==> src/rtl/ddrphy_dqs_delay_tracker.sv <==
// DQS/DQ IOD delay-line controller: absolute tap moves/loads from a command port,
// plus round-robin eye-monitor tracking that nudges taps one step at a time.
module ddrphy_dqs_delay_tracker #(
  parameter int NUM_LANES    = 4,
  parameter int LANE_W       = 2,
  parameter int TAP_W        = 8,
  parameter int MOVE_GAP     = 4,
  parameter int TRACK_THRESH = 4
) (
  input  logic                         FAB_CLK,
  input  logic                         ARST_N,
  input  logic                         CMD_VALID,
  output logic                         CMD_READY,
  input  logic [LANE_W-1:0]            CMD_LANE,
  input  logic [1:0]                   CMD_OP,
  input  logic [TAP_W-1:0]             CMD_TAP,
  output logic [NUM_LANES-1:0]         DELAY_LINE_MOVE,
  output logic [NUM_LANES-1:0]         DELAY_LINE_DIRECTION,
  output logic [NUM_LANES-1:0]         DELAY_LINE_LOAD,
  input  logic [NUM_LANES-1:0]         DELAY_LINE_OUT_OF_RANGE,
  input  logic [NUM_LANES-1:0]         EYE_MONITOR_EARLY,
  input  logic [NUM_LANES-1:0]         EYE_MONITOR_LATE,
  output logic [NUM_LANES-1:0]         EYE_MONITOR_CLEAR_FLAGS,
  output logic [NUM_LANES*TAP_W-1:0]   TAP_COUNT,
  output logic [NUM_LANES-1:0]         TRACK_EN,
  output logic [NUM_LANES-1:0]         OOR_ERR
);

  localparam int CNT_W = 4;
  localparam int GAP_W = (MOVE_GAP > 1) ? $clog2(MOVE_GAP) : 1;
  localparam logic [GAP_W-1:0]  GAP_LAST  = GAP_W'(MOVE_GAP - 1);
  localparam logic [CNT_W-1:0]  THRESH    = CNT_W'(TRACK_THRESH);
  localparam logic [TAP_W-1:0]  TAP_MAX   = '1;
  localparam logic [LANE_W-1:0] LANE_LAST = LANE_W'(NUM_LANES - 1);

  localparam logic [1:0] OP_LOAD      = 2'b00;
  localparam logic [1:0] OP_MOVE_TO   = 2'b01;
  localparam logic [1:0] OP_TRACK_ON  = 2'b10;
  localparam logic [1:0] OP_TRACK_OFF = 2'b11;

  typedef enum logic [1:0] {S_IDLE, S_LOAD, S_STEP, S_GAP} state_t;

  state_t               state;
  logic                 cmd_move;
  logic [LANE_W-1:0]    lane_q;
  logic [TAP_W-1:0]     target_q;
  logic                 up_q;
  logic [GAP_W-1:0]     gap_cnt;
  logic [LANE_W-1:0]    ptr;
  logic [NUM_LANES-1:0] move_q;
  logic [NUM_LANES-1:0] dir_q;
  logic [NUM_LANES-1:0] load_q;
  logic [NUM_LANES-1:0] clear_q;
  logic [NUM_LANES-1:0] track_q;
  logic [NUM_LANES-1:0] oor_q;
  logic [TAP_W-1:0]     tap_q   [NUM_LANES];
  logic [CNT_W-1:0]     early_q [NUM_LANES];
  logic [CNT_W-1:0]     late_q  [NUM_LANES];

  logic                 accept;
  logic                 lane_ok;
  logic [TAP_W-1:0]     cmd_cur;
  logic                 cmd_up;
  logic                 pend;
  logic [LANE_W-1:0]    pend_lane;
  logic                 pend_up;
  logic                 pend_blocked;
  logic [LANE_W-1:0]    ptr_next;
  logic                 samp_early;
  logic                 samp_late;

  function automatic logic [TAP_W-1:0] step_tap(input logic [TAP_W-1:0] tap, input logic up);
    return up ? tap + 1'b1 : tap - 1'b1;
  endfunction

  assign CMD_READY = (state == S_IDLE);
  assign accept    = CMD_VALID && (state == S_IDLE);
  assign lane_ok   = int'(CMD_LANE) < NUM_LANES;
  assign cmd_cur   = tap_q[CMD_LANE];
  assign cmd_up    = CMD_TAP > cmd_cur;
  assign ptr_next  = (ptr == LANE_LAST) ? '0 : ptr + 1'b1;
  assign samp_early = EYE_MONITOR_EARLY[ptr];
  assign samp_late  = EYE_MONITOR_LATE[ptr];

  // Lowest-numbered lane with a saturated counter wins the next tracking slot.
  always_comb begin
    pend      = 1'b0;
    pend_lane = '0;
    pend_up   = 1'b0;
    for (int i = NUM_LANES - 1; i >= 0; i--) begin
      if (early_q[i] >= THRESH || late_q[i] >= THRESH) begin
        pend      = 1'b1;
        pend_lane = LANE_W'(i);
        pend_up   = early_q[i] >= THRESH;
      end
    end
  end

  assign pend_blocked = pend_up ? (tap_q[pend_lane] == TAP_MAX) : (tap_q[pend_lane] == '0);

  always_ff @(posedge FAB_CLK or negedge ARST_N) begin
    if (!ARST_N) begin
      state    <= S_IDLE;
      cmd_move <= 1'b0;
      lane_q   <= '0;
      target_q <= '0;
      up_q     <= 1'b0;
      gap_cnt  <= '0;
      ptr      <= '0;
      move_q   <= '0;
      dir_q    <= '0;
      load_q   <= '0;
      clear_q  <= '0;
      track_q  <= '0;
      oor_q    <= '0;
      for (int i = 0; i < NUM_LANES; i++) begin
        tap_q[i]   <= '0;
        early_q[i] <= '0;
        late_q[i]  <= '0;
      end
    end else begin
      move_q  <= '0;
      load_q  <= '0;
      clear_q <= '0;
      ptr     <= ptr_next;
      case (state)
        S_IDLE: begin
          if (accept) begin
            if (lane_ok) begin
              case (CMD_OP)
                OP_LOAD: begin
                  state            <= S_LOAD;
                  cmd_move         <= 1'b0;
                  lane_q           <= CMD_LANE;
                  load_q[CMD_LANE] <= 1'b1;
                end
                OP_MOVE_TO: begin
                  if (CMD_TAP != cmd_cur) begin
                    state            <= S_STEP;
                    cmd_move         <= 1'b1;
                    lane_q           <= CMD_LANE;
                    target_q         <= CMD_TAP;
                    up_q             <= cmd_up;
                    move_q[CMD_LANE] <= 1'b1;
                    dir_q[CMD_LANE]  <= cmd_up;
                  end
                end
                OP_TRACK_ON: begin
                  track_q[CMD_LANE] <= 1'b1;
                  early_q[CMD_LANE] <= '0;
                  late_q[CMD_LANE]  <= '0;
                end
                OP_TRACK_OFF: begin
                  track_q[CMD_LANE] <= 1'b0;
                  early_q[CMD_LANE] <= '0;
                  late_q[CMD_LANE]  <= '0;
                end
              endcase
            end
          end else if (pend) begin
            // A step off either end of the line is refused and flagged instead.
            early_q[pend_lane] <= '0;
            late_q[pend_lane]  <= '0;
            clear_q[pend_lane] <= 1'b1;
            if (pend_blocked) begin
              oor_q[pend_lane] <= 1'b1;
            end else begin
              state             <= S_STEP;
              cmd_move          <= 1'b0;
              lane_q            <= pend_lane;
              up_q              <= pend_up;
              move_q[pend_lane] <= 1'b1;
              dir_q[pend_lane]  <= pend_up;
            end
          end else if (track_q[ptr]) begin
            if (samp_early && !samp_late) begin
              early_q[ptr] <= early_q[ptr] + 1'b1;
              late_q[ptr]  <= '0;
            end else if (samp_late && !samp_early) begin
              late_q[ptr]  <= late_q[ptr] + 1'b1;
              early_q[ptr] <= '0;
            end
          end
        end
        S_LOAD: begin
          tap_q[lane_q]   <= '0;
          oor_q[lane_q]   <= 1'b0;
          early_q[lane_q] <= '0;
          late_q[lane_q]  <= '0;
          gap_cnt         <= '0;
          state           <= S_GAP;
        end
        S_STEP: begin
          tap_q[lane_q] <= step_tap(tap_q[lane_q], up_q);
          gap_cnt       <= '0;
          state         <= S_GAP;
        end
        S_GAP: begin
          if (cmd_move && DELAY_LINE_OUT_OF_RANGE[lane_q]) begin
            oor_q[lane_q] <= 1'b1;
            state         <= S_IDLE;
          end else if (gap_cnt == GAP_LAST) begin
            if (cmd_move && tap_q[lane_q] != target_q) begin
              state          <= S_STEP;
              move_q[lane_q] <= 1'b1;
              dir_q[lane_q]  <= up_q;
            end else begin
              state <= S_IDLE;
            end
          end else begin
            gap_cnt <= gap_cnt + 1'b1;
          end
        end
      endcase
    end
  end

  assign DELAY_LINE_MOVE         = move_q;
  assign DELAY_LINE_DIRECTION    = dir_q;
  assign DELAY_LINE_LOAD         = load_q;
  assign EYE_MONITOR_CLEAR_FLAGS = clear_q;
  assign TRACK_EN                = track_q;
  assign OOR_ERR                 = oor_q;

  for (genvar g = 0; g < NUM_LANES; g++) begin : g_tap
    assign TAP_COUNT[g*TAP_W +: TAP_W] = tap_q[g];
  end

endmodule

==> config.mk <==
export PLATFORM = sky130hd
export DESIGN_NAME = ddrphy_dqs_delay_tracker
export DESIGN_NICKNAME = d
export VERILOG_FILES = /design/src/rtl/ddrphy_dqs_delay_tracker.sv
export SDC_FILE = /design/constraint.sdc
export NUM_CORES = 1
export LEC_CHECK = 0
export BUFFER_PORTS_ARGS = -buffer_cell sky130_fd_sc_hd__buf_4
export CORE_MARGIN = 1.5
export CORE_UTILIZATION = 59
export DETAILED_ROUTE_END_ITERATION = 8
export HOLD_SLACK_MARGIN = 0.15
export PLACE_DENSITY = 0.81
export SLEW_MARGIN = 40
export SYNTH_ARGS = -nofsm -noshare
export SYNTH_HDL_FRONTEND = slang
export SYNTH_SLANG_ARGS = --single-unit
export TNS_END_PERCENT = 20
==> constraint.sdc <==
create_clock -name FAB_CLK -period 3.8 [get_ports FAB_CLK]
set_input_delay 0.57 -clock FAB_CLK [delete_from_list [all_inputs] [get_ports FAB_CLK]]
set_output_delay 0.57 -clock FAB_CLK [all_outputs]
set_load 0.005 [all_outputs]
==> results.sh <==
export IMPL_reg2reg_to="state[0]"
export IMPL_ctsResizeCount=0
export IMPL_final_common_cell="dfrtp_1"
export IMPL_die_h_um=109
export IMPL_place_hpwl_um=15000
export IMPL_synth_top_area_share_pct=40.1
export IMPL_syn_area_per_cell_sq_um=10.0
export IMPL_synth_seq_cells=106
export IMPL_grt_util_met3_pct=6.04
export IMPL_grt_first_pass_wirelength_um=31700
export IMPL_post_route_util_pct=70.2
export IMPL_gp_congestion=0.949
export IMPL_critPathKind="flop to flop"
export IMPL_end_kind="flop"
export IMPL_top_usage_layer="met2"
export IMPL_power_density_nw_per_um2=864
export IMPL_finClkSkew_ps=12.1
export IMPL_hold_viol=0
export IMPL_clock_latency_ps=410
export IMPL_avgRoutedWirePerCell_um=22.4
export IMPL_port_buffers=83
export IMPL_ys_types=76
export IMPL_fin_tns_setup_ps=0
export IMPL_syn_area_sq_um=6620
export IMPL_combPwrFrac_pct=59.1
export IMPL_cp_arrival_ps=3830
export IMPL_post_cts_buffers=0
export IMPL_start_kind="flop"
export IMPL_hold_class="input pin to flop"
export IMPL_via_per_inst=6.68
export IMPL_drtIter0Drc=617
export IMPL_min_to="target_q[5]"
export IMPL_outcome="complete, no violations"
export IMPL_grt_met2_usage_pct=57.5
export IMPL_cts_hold_buf=1
export IMPL_cts_sinks=106
export IMPL_ys_warn_count=0
export IMPL_synth_largest_area_cell="dfrtp_1"
export IMPL_grt_pass1_vias=5746
export IMPL_r2r_slack_ps=270
export IMPL_startpoint="early_q[14]"
export IMPL_pwr_share_clk_pct=10.8
export IMPL_slew_headroom_pct=49.0
export IMPL_swShare_pct=47.6
export IMPL_critPathMaxFanout=12
export IMPL_setup_viol=0
export IMPL_antenna_diode_count=0
export IMPL_worstRegToRegCells=9
export IMPL_synthTopCellsByArea="dfrtp_1 40%, mux4_2 8.5%, ha_1 4.9%"
export IMPL_route_detailed_drc=0
export IMPL_grt_util_met1_pct=48.3
export IMPL_power_switching_uw=3140
export IMPL_period_needed_ps=3530
export IMPL_nNetsFinal=797
export IMPL_p_seq_share_pct=30.1
export IMPL_ir_drop_uv=579
export IMPL_io_pins=84
export IMPL_max_cap_violations=0
export IMPL_cts_tree="done"
export IMPL_rsz0062_at_grt="no"
export IMPL_dieWidth_um=109
export IMPL_synth_edf_count=0
export IMPL_grt_max_degree=106
export IMPL_final_cell_mix="106 x dfrtp_1, 101 x buf_4, 70 x nand2_1"
export IMPL_cts_htree_levels=3
export IMPL_grt_antenna_before_repair=0
export IMPL_cp_required_ps=4100
export IMPL_wirelength_um=19900
export IMPL_cts_root_buf="clkbuf_8"
export IMPL_core_area_sq_um=10900
export IMPL_area_delta_synth_final_pct=15.4
export IMPL_syn_inst=662
export IMPL_p_int_uw=3460
export IMPL_layout_drive_gt1_share_pct=23.4
export IMPL_grt_remaining_overflow=0
export IMPL_core_rowCount=38
export IMPL_die_area_sq_um=11900
export IMPL_clk_pin_slew_ps=120
export IMPL_grt_use_total_pct=35.9
export IMPL_period_share_pct=93.0
export IMPL_initial_core_util_pct=60.8
export IMPL_vias=5930
export IMPL_cts_made_buffers=9
export IMPL_syn_nets=716
export IMPL_synthArstFlopShare_pct=100
export IMPL_hp_start="CMD_TAP[5]"
export IMPL_cellLeakagePower_uw=0.00346
export IMPL_ys_seq_area_share_pct=40.1
export IMPL_max_freq_mhz=283
export IMPL_tightestPinTransition_ps=762
export IMPL_drtPass1Iterations=5
export IMPL_finalMaxSlewViolations=0
export IMPL_holdPathStages=2
export IMPL_ant_nets=0
export IMPL_r2r_start="early_q[14]"
export IMPL_cts_max_path_buffers=2
export IMPL_synth_ff_type="dfrtp_1"
## cell usage after synthesis (all sizes together), types with 3 or more instances
cell type    n
nand2       70
a211oi       7
nor4        10
nor2b       10
a22o        25
mux2        12
a32o         5
or4          4
o22ai       10
nand4        4
a41oi        3
a31oi        5
buf         13
a21oi       28
xor2        12
or2          4
clkbuf      20
o21a        12
and2        13
xnor2        6
mux4        26
o21ai       66
nor2        52
inv         24
nand3        6
a32oi        4
a21o         6
o31ai        7
dfrtp      106
o211ai      10
ha          26
o41ai        3
nor3        15
nand2b       9
## through the flow
| stage | hold slack, ps | cell area, sq um | worst slack, ps | total power (uW) | cells |
|---|---|---|---|---|---|
| CTS | 398 | 7640 | 249 | 6540 | 888 |
| floorplan | 274 | 6620 | 657 | 4440 | 662 |
| detailed placement | 367 | 7430 | 292 | 5810 | 871 |
| global placement | 366 | 7430 | 349 | 5720 | 871 |
| finish | 406 | 7640 | 267 | 6600 | 888 |
| global route | 396 | 7640 | 82.9 | 7040 | 888 |
## area by class of cell
class	count	area, sq um
multi-input cells	498	3730
fillers	796	3250
flip-flops and latches	106	2650
repair buffers	103	788
well taps	140	175
clock buffers	9	124
inverters	25	93.8
clock inverters	7	78.8
## worst max-delay path by stage
stage / to / slack, ps
2_1_floorplan: state[0] / 660
3_3_place_gp: state[0] / 350
3_5_place_dp: state[0] / 290
4_1_cts: state[0] / 250
5_1_grt: DELAY_LINE_DIRECTION[1] / 80
6_report: state[0] / 270
## routing by layer
metal | routed length (um) | up-vias
met3 | 1490 | 62
met5 | 0 | -
met2 | 9410 | 320
met1 | 8280 | 2902
met4 | 736 | 0
li1 | - | 2646
## power groups by stage
stage / Combinational [uW] / Clock [uW] / Sequential [uW]
after floorplan: 2650 / 0 / 1790
after global placement: 3740 / 0 / 1980
after detailed placement: 3810 / 0 / 1990
after CTS: 3840 / 728 / 1970
after global routing: 4250 / 773 / 2020
final: 3900 / 715 / 1990
## worst max-delay path: stages (launching register included)
cell	delay (ps)
dfrtp_1	450
or4_4	650
a31oi_4	320
o22ai_1	130
or3b_2	470
nor4_1	250
a41oi_2	260
and2_1	290
o221a_4	280
mux2_4	300
## kinds of logic after synthesis
kind of cell	share of synthesized area [%]
AOI/OAI and AO/OA	22.3
xor gates and xnor gates	2.38
adders and majority gates	5.22
buffers and inverters	3.72
DFF	40.1
muxes	11.1
and+or+nand+nor	15.2
## sequential cells by signal (all words and copies together) (netlist names), 2 cells and up, named ones only
signal / cells
DELAY_LINE_DIRECTION: 4
DELAY_LINE_LOAD: 4
DELAY_LINE_MOVE: 4
EYE_MONITOR_CLEAR_FLAGS: 4
OOR_ERR: 4
TAP_COUNT: 32
early_q: 16
gap_cnt: 2
lane_q: 2
late_q: 16
ptr: 2
state: 2
target_q: 8
Note: power is estimated with default switching activity, not from simulation.
